**src/rtl/decoder_scan_ctrl_pkg.sv**
```systemverilog
// rtl/decoder_scan_ctrl_pkg.sv - shared types and constants for the decoder scan sequencer
package decoder_scan_ctrl_pkg;

  typedef enum logic [1:0] {
    ST_IDLE = 2'd0,
    ST_RUN  = 2'd1,
    ST_DONE = 2'd2
  } state_t;

  localparam int SEL_W = 2;

  localparam logic DIR_UP = 1'b0;
  localparam logic DIR_DN = 1'b1;

  // Code a sweep starts on: 00 when walking up, 11 when walking down.
  function automatic logic [SEL_W-1:0] first_code(input logic dir);
    return (dir == DIR_DN) ? {SEL_W{1'b1}} : {SEL_W{1'b0}};
  endfunction

  // Code a sweep ends on is the start code of the opposite direction.
  function automatic logic [SEL_W-1:0] last_code(input logic dir);
    return first_code(~dir);
  endfunction

endpackage

```
**src/rtl/decoder_scan_ctrl_dwell_timer.sv**
```systemverilog
// rtl/decoder_scan_ctrl_dwell_timer.sv - dwell counter, ticks on the last cycle of each dwell
module dwell_timer #(
  parameter int DWELL = 4
) (
  input  logic clk_i,
  input  logic rst_i,
  input  logic clr_i,
  input  logic en_i,
  output logic tick_o
);

  localparam int CW = (DWELL > 1) ? $clog2(DWELL) : 1;
  localparam logic [CW-1:0] LAST = CW'(DWELL - 1);

  logic [CW-1:0] cnt_q;
  logic [CW-1:0] cnt_d;

  assign tick_o = en_i && (cnt_q == LAST);

  // Next count: clear outside a scan, wrap to zero on the tick, else count up.
  always_comb begin
    cnt_d = cnt_q;
    if (clr_i) begin
      cnt_d = '0;
    end else if (en_i) begin
      cnt_d = tick_o ? '0 : cnt_q + CW'(1);
    end
  end

  // Dwell counter register.
  always_ff @(posedge clk_i) begin
    if (rst_i) begin
      cnt_q <= '0;
    end else begin
      cnt_q <= cnt_d;
    end
  end

endmodule

```
**src/rtl/decoder_scan_ctrl.sv**
```systemverilog
// rtl/decoder_scan_ctrl.sv - sequences a 2-to-4 decoder select through a timed one-hot scan
module decoder_scan_ctrl
  import decoder_scan_ctrl_pkg::*;
#(
  parameter int DWELL = 4
) (
  input  logic clk_i,
  input  logic rst_i,
  input  logic start_i,
  input  logic stop_i,
  input  logic mode_i,
  input  logic dir_i,
  output logic a_o,
  output logic b_o,
  output logic e_o,
  output logic busy_o,
  output logic done_o
);

  state_t           state_q;
  logic [SEL_W-1:0] sel_q;
  logic             e_q;
  logic             busy_q;
  logic             done_q;
  logic             mode_q;
  logic             dir_q;
  logic             tick;

  // The counter only runs while scanning and is held at zero otherwise,
  // so every scan starts with a full dwell on its first code.
  dwell_timer #(
    .DWELL (DWELL)
  ) u_dwell_timer (
    .clk_i  (clk_i),
    .rst_i  (rst_i),
    .clr_i  (state_q != ST_RUN),
    .en_i   (state_q == ST_RUN),
    .tick_o (tick)
  );

  // Scan FSM; every output is a register so the decoder sees glitch-free select/enable.
  always_ff @(posedge clk_i) begin
    if (rst_i) begin
      state_q <= ST_IDLE;
      sel_q   <= '0;
      e_q     <= 1'b0;
      busy_q  <= 1'b0;
      done_q  <= 1'b0;
      mode_q  <= 1'b0;
      dir_q   <= 1'b0;
    end else begin
      done_q <= 1'b0;
      case (state_q)
        ST_IDLE: begin
          if (start_i && !stop_i) begin
            state_q <= ST_RUN;
            mode_q  <= mode_i;
            dir_q   <= dir_i;
            sel_q   <= first_code(dir_i);
            e_q     <= 1'b1;
            busy_q  <= 1'b1;
          end
        end
        ST_RUN: begin
          // An abort wins over a sweep completing on the same cycle.
          if (stop_i) begin
            state_q <= ST_IDLE;
            e_q     <= 1'b0;
            busy_q  <= 1'b0;
          end else if (tick) begin
            if (sel_q == last_code(dir_q)) begin
              if (mode_q) begin
                sel_q <= first_code(dir_q);
              end else begin
                state_q <= ST_DONE;
                e_q     <= 1'b0;
                busy_q  <= 1'b0;
                done_q  <= 1'b1;
              end
            end else begin
              sel_q <= (dir_q == DIR_DN) ? sel_q - SEL_W'(1) : sel_q + SEL_W'(1);
            end
          end
        end
        ST_DONE: begin
          state_q <= ST_IDLE;
        end
        default: begin
          state_q <= ST_IDLE;
          e_q     <= 1'b0;
          busy_q  <= 1'b0;
        end
      endcase
    end
  end

  assign a_o    = sel_q[1];
  assign b_o    = sel_q[0];
  assign e_o    = e_q;
  assign busy_o = busy_q;
  assign done_o = done_q;

endmodule
```
**config.mk**
```make
export PLATFORM = sky130hd
export DESIGN_NAME = decoder_scan_ctrl
export DESIGN_NICKNAME = d
export VERILOG_FILES = /design/src/rtl/decoder_scan_ctrl_pkg.sv /design/src/rtl/decoder_scan_ctrl_dwell_timer.sv /design/src/rtl/decoder_scan_ctrl.sv
export SDC_FILE = /design/constraint.sdc
export NUM_CORES = 1
export LEC_CHECK = 0
export CORE_AREA = 2 2 39 41
export CTS_BUF_LIST = sky130_fd_sc_hd__clkbuf_16
export DETAILED_ROUTE_END_ITERATION = 8
export DIE_AREA = 0 0 41 43
export PLACE_DENSITY_LB_ADDON = 0.12
export SYNTH_ARGS = -nofsm -noshare
export SYNTH_HDL_FRONTEND = slang
export SYNTH_SLANG_ARGS = --single-unit
```
**constraint.sdc**
```tcl
create_clock -name clk_i -period 1.9 [get_ports clk_i]
set_clock_uncertainty 0.2 [all_clocks]
set_input_delay 0.38 -clock clk_i [delete_from_list [all_inputs] [get_ports clk_i]]
set_output_delay 0.38 -clock clk_i [all_outputs]
set_load 0.01 [all_outputs]
```
==> results.py, run 1 <==
metrics = {
    "layout": {
        "fillers": 141,
        "regArea_um2": 201.4,
        "mostFrequentLayoutCell": "clkdlybuf4s50_1",
        "drive_above_1_share_pct": 15.94,
        "multi_input_area_um2": 277.8,
        "final_cell_mix": "clkdlybuf4s50_1 (10), dfxtp_1 (9), nor2_1 (8)",
        "syn_to_final_growth_pct": 40.45,
        "n_antenna_cell": 0,
        "fin_nets": 78,
        "fin_cells": 85,
        "final_area_um2": 708.2,
    },
    "placed_design": {
        "portBuffers": 10,
        "gp_congestion": 0.7431,
        "detailed_place_hpwl_um": 679.3,
        "dp_cells": 82,
        "post_dp_cell_area_um2": 631.9,
    },
    "sta": {
        "fmax_ghz": 0.5440,
        "hold_violations": 0,
        "maxSlewHeadroom_pct": 68.72,
        "drv_slew": 0,
        "fin_crit_ns": 1.838,
        "setup_viol": 0,
        "setup-tns-final_ns": 0,
        "rsz0062_at_grt": "false",
        "period_share_pct": 96.75,
        "worst_pin_slew_ns": 0.4643,
    },
    "floorplanning": {
        "io_pins": 11,
        "rows": 14,
        "coreArea_um2": 1384,
        "die_w_um": 41,
        "die_area_um2": 1763,
        "initial_utilization_pct": 36.44,
        "die_h_um": 43,
    },
    "synth": {
        "syn_area_um2": 504.2,
        "synth_cell_types": 24,
        "synth-simple-area-share_pct": 31.76,
        "synth_compound_gate_area_share_pct": 11.41,
        "synth_fa_ha_area_share_pct": 2.481,
        "synth-edff-count": 0,
        "synth_area_leader_cell": "dfxtp_1",
        "yosysSeqAreaShare_pct": 39.70,
        "ys_warn_count": 0,
        "avgSynthCellArea_um2": 9.168,
        "synth_async_sr_flop_share_pct": 0,
        "synth_xor_area_share_pct": 5.459,
        "muxShareOfSynthArea_pct": 3.970,
        "synth_top_area_share_pct": 39.70,
        "synth_top_family_by_area": "simple AND/OR/NAND/NOR gates",
        "ys.flop_type": "dfxtp_1",
        "synth-seq-cells": 10,
        "synthTopCellsByArea": "dfxtp_1 (40%), nor2_1 (6.0%), xor3_4 (5.5%)",
        "syn_nets": 62,
        "synthCells": 55,
    },
    "power": {
        "combPwrFrac_pct": 12.0,
        "p_int_mw": 0.5427,
        "p_seq_share_pct": 34.0,
        "p_clk_share_pct": 54.0,
        "p_leak_nw": 0.2786,
        "p_per_area_nw_per_um2": 957.7,
        "p_sw_share_pct": 19.99,
        "worst_ir_drop_vdd_mv": 0.4610,
        "p_switching_mw": 0.1356,
    },
    "setup_path": {
        "crit_required_ns": 1.32,
        "crit_fanout": 7,
        "max_stage_delay_ns": 0.58,
        "path_class": "reg -> out",
        "worstSetupStartpointType": "flop",
        "reg2reg_slack_ns": 0.28,
        "crit_chain": "clkdlybuf4s50_1",
        "crit_slowest_cell": "clkdlybuf4s50_1",
        "cp_num_buf_inv": 1,
        "worstPathArrival_ns": 1.26,
        "endpoint_kind": "output port",
        "critical_path.top_delay_family": "buffers and inverters",
    },
    "cts": {
        "clock_latency_ns": 0.24,
        "cts.htree.levels": 1,
        "clock_path_buffers": 2,
        "clk_pin_slew_ns": 0.04,
        "cts_tree": "built",
        "cts_made_buffers": 3,
        "cts_num_sinks": 10,
        "clock-root-buffer": "clkbuf_16",
    },
    "routing": {
        "ant_nets": 0,
        "wire_per_inst_um": 11.16,
        "initialDrtViolationCount": 6,
        "drt-total-wl_um": 949,
        "dr_total_vias": 443,
        "drc": 0,
        "first_pass_iters": 6,
        "viasPerCell": 5.212,
    },
    "global_routing": {
        "grt_pass1_vias": 377,
        "grt_pass1_wl_um": 1628,
        "grt_usage_pct": 14.73,
        "grt-ovfl-total": 0,
        "antenna_found_initial": 0,
        "grt_max_degree": 12,
    },
    "run": {
        "max_cap_violations": 0,
    },
    "outcome": {
        "status": "completed",
    },
    "worst_hold_path": {
        "hold_class": "reg -> reg",
    },
}
## what timing repair did
item	CTS	global route
endpoints found under the setup margin	0	1
buffers inserted	0	0
hold buffers	0	0
resized for setup	0	1
## metrics by stage
stage               utilization [%]  setup WS [ns]  hold slack (ns)  total power [mW]
floorplan                         -         0.3335           0.2060            0.2821
global placement              45.66        0.02821           0.2168            0.3157
detailed placement            45.66        0.07505           0.2290            0.3160
CTS                           51.09        0.05858           0.2343            0.6875
global route                  51.18        0.01067           0.2605            0.7100
finish                        51.18        0.06171           0.2288            0.6783
## path summary, 6_finish.rpt
kind / start / endpoint / cells after the start
worst max-delay path: sel_q[1] / a_o / 1
worst max register to register: sel_q[1] / sel_q[1] / 4
worst min register to register: u_dwell_timer.cnt_q[0] / u_dwell_timer.cnt_q[0] / 1
worst min-delay path: u_dwell_timer.cnt_q[0] / u_dwell_timer.cnt_q[0] / 1
## per-layer routing
metal  global-route usage (%)  wire length (um)  up-vias
met5                        0                 0        -
met4                    14.00                39        0
met3                    6.283                83        5
met2                    17.19               383       18
met1                    18.95               442      193
li1                         -                 -      227
## state kept, by name (all words and copies together) (netlist names)
register,cells
mode_q,1
dir_q,1
sel_q,2
u_dwell_timer.cnt_q,2
state_q,2
done_o,1
busy_o,1
## final cells by class
cell class	count	share of cell area, %
clock buffer	3	10.60
inverter	1	0.5300
timing repair buffer	14	18.37
tap	16	2.827
sequential	10	28.45
multi-input combinational	41	39.22
## kinds of logic after synthesis
logic type      count (synthesis)
simple gates                   28
flops                          10
compound gates                  9
buf+inv                         4
mux                             2
xor+xnor                        1
fa+ha+maj                       1
## synthesized netlist by cell type (2+ instances only)
cell,instances
dfxtp_1,10
nor2_1,8
nor4_1,4
a21oi_1,3
buf_4,3
nand2b_1,3
nor3b_1,3
mux2i_1,2
nand3_1,2
nor3_1,2
o21ai_0,2
## power by group through the flow
stage	logic [mW]	registers [mW]	clock network [mW]
finish	0.0812	0.231	0.366
floorplan	0.0479	0.234	0
global route	0.0894	0.233	0.388
CTS	0.0820	0.231	0.375
global placement	0.0818	0.234	0
detailed placement	0.0819	0.234	0
No activity file was read; power rests on OpenSTA's default activity.
==> run 2: changes to the inputs <==
==> constraint.sdc (replaced) <==
create_clock -name clk_i -period 1.9 [get_ports clk_i]
set_clock_uncertainty 0.2 [all_clocks]
set_input_delay 0.285 -clock clk_i [delete_from_list [all_inputs] [get_ports clk_i]]
set_output_delay 0.285 -clock clk_i [all_outputs]
set_load 0.01 [all_outputs]
==> run 2 against run 1 <==
Effect of this change: total power is essentially flat; cell count is the same; wire length increased by 2.6%; hold slack got worse by 0.0041 ns; global-route usage down 1.1 points.
==> results.py, run 2 (synthesis gave the netlist of run 1 again) <==
metrics = {
    "floorplanning": {
        "die_area_um2": 1763,
        "initial_utilization_pct": 36.44,
        "die_w_um": 41,
        "io_pins": 11,
        "die_h_um": 43,
        "rows": 14,
        "coreArea_um2": 1384,
    },
    "setup_path": {
        "max_stage_delay_ns": 0.58,
        "crit_required_ns": 1.41,
        "worstSetupStartpointType": "flop",
        "crit_chain": "clkdlybuf4s50_1",
        "worstPathArrival_ns": 1.26,
        "endpoint_kind": "output port",
        "critical_path.top_delay_family": "buffers and inverters",
        "cp_num_buf_inv": 1,
        "crit_slowest_cell": "clkdlybuf4s50_1",
        "crit_fanout": 7,
        "path_class": "reg -> out",
    },
    "sta": {
        "maxSlewHeadroom_pct": 66.41,
        "fin_crit_ns": 1.750,
        "fmax_ghz": 0.5715,
        "setup_viol": 0,
        "setup-tns-final_ns": 0,
        "drv_slew": 0,
        "rsz0062_at_grt": "false",
        "fin_ws_ns": 0.1503,
        "hold_violations": 0,
        "worst_pin_slew_ns": 0.4986,
        "period_share_pct": 92.09,
    },
    "layout": {
        "n_antenna_cell": 0,
        "multi_input_area_um2": 277.8,
        "syn_to_final_growth_pct": 39.45,
        "fin_util_pct": 50.81,
        "fillers": 126,
        "fin_nets": 77,
        "drive_above_1_share_pct": 13.04,
        "final_cell_mix": "dfxtp_1 (10), clkdlybuf4s50_1 (10), nor2_1 (8)",
        "regArea_um2": 200.2,
        "reg_top3": "sel_q x2, state_q x2, u_dwell_timer.cnt_q x2",
    },
    "worst_hold_path": {
        "hold_class": "reg -> reg",
    },
    "cts": {
        "clk_pin_slew_ns": 0.04,
        "cts_tree": "built",
        "clock_latency_ns": 0.23,
        "clock-root-buffer": "clkbuf_16",
        "clock_path_buffers": 2,
        "cts_setup_buffers": 0,
        "cts.htree.levels": 1,
        "postCtsResizedCells": 0,
        "ctsHoldBuffers": 0,
        "cts_made_buffers": 3,
        "cts_num_sinks": 10,
    },
    "power": {
        "p_seq_share_pct": 34.1,
        "p_per_area_nw_per_um2": 964.7,
        "worst_ir_drop_vdd_mv": 0.4638,
        "p_leak_nw": 0.2741,
        "p_int_mw": 0.5438,
        "p_clk_share_pct": 54.2,
        "p_switching_mw": 0.1346,
        "combPwrFrac_pct": 11.7,
        "p_sw_share_pct": 19.84,
        "power_mw": 0.6784,
    },
    "routing": {
        "ant_nets": 0,
        "first_pass_iters": 4,
        "initialDrtViolationCount": 3,
        "viasPerCell": 5.035,
        "drc": 0,
        "drt-total-wl_um": 974,
        "dr_total_vias": 428,
        "wire_per_inst_um": 11.46,
    },
    "global_routing": {
        "grt_max_degree": 11,
        "antenna_found_initial": 0,
        "grt_pass1_vias": 360,
        "grt-ovfl-total": 0,
        "grt_pass1_wl_um": 1538,
        "grt_usage_pct": 13.64,
    },
    "placed_design": {
        "place_ws_ns": 0.07536,
        "detailed_place_hpwl_um": 720.9,
        "gp_congestion": 0.7510,
        "portBuffers": 10,
    },
    "run": {
        "max_cap_violations": 0,
    },
    "outcome": {
        "status": "completed",
    },
}
-- run 2: area by class of cell --
type                            instances  area share, %
Tap cell                               16          2.847
Clock buffer                            3          10.68
Inverter                                1         0.5338
Multi-Input combinational cell         41          39.50
Clock inverter                          1         0.5338
Timing Repair Buffer                   13          17.44
Sequential cell                        10          28.47
-- run 2: metrics by stage --
stage	instances	hold WS, ns	area (um^2)
CTS	85	0.2278	703.2
finish	85	0.2247	703.2
global route	85	0.2499	703.2
global placement	81	0.2167	624.3
floorplan	55	0.1635	504.2
detailed placement	81	0.2221	624.3
-- run 2: worst paths after layout --
kind | start | slack [ns] | end | cells past startpoint
worst max-delay path | sel_q[0] | 0.15 | b_o | 1
worst min-delay path | u_dwell_timer.cnt_q[0] | 0.22 | u_dwell_timer.cnt_q[0] | 1
worst max register to register | sel_q[0] | 0.28 | sel_q[1] | 4
worst min register to register | u_dwell_timer.cnt_q[0] | 0.22 | u_dwell_timer.cnt_q[0] | 1
-- run 2: metal layers --
| metal | vias up | track usage [%] | part of all wire (%) |
|---|---|---|---|
| met5 | - | 0 | 0 |
| met4 | 0 | 10.00 | 1.0 |
| met3 | 2 | 4.712 | 5.2 |
| met2 | 11 | 17.81 | 44 |
| met1 | 189 | 17.70 | 49 |
| li1 | 226 | - | - |
-- run 2: power by group through the flow --
stage	clock, mW	sequential, mW	combinational [mW]
6_report	0.368	0.231	0.0792
3_3_place_gp	0	0.234	0.0797
4_1_cts	0.375	0.231	0.0801
5_1_grt	0.388	0.233	0.0880
3_5_place_dp	0	0.235	0.0796
2_1_floorplan	0	0.234	0.0479
==> run 3: changes to the inputs <==
--- a/config.mk
+++ b/config.mk
@@ -10,6 +10,7 @@
 export DETAILED_ROUTE_END_ITERATION = 8
 export DIE_AREA = 0 0 41 43
 export PLACE_DENSITY_LB_ADDON = 0.12
+export SLEW_MARGIN = 20
 export SYNTH_ARGS = -nofsm -noshare
 export SYNTH_HDL_FRONTEND = slang
 export SYNTH_SLANG_ARGS = --single-unit
==> results of run 3 <==
Final layout, timing and power as in run 2 (identical DEF).
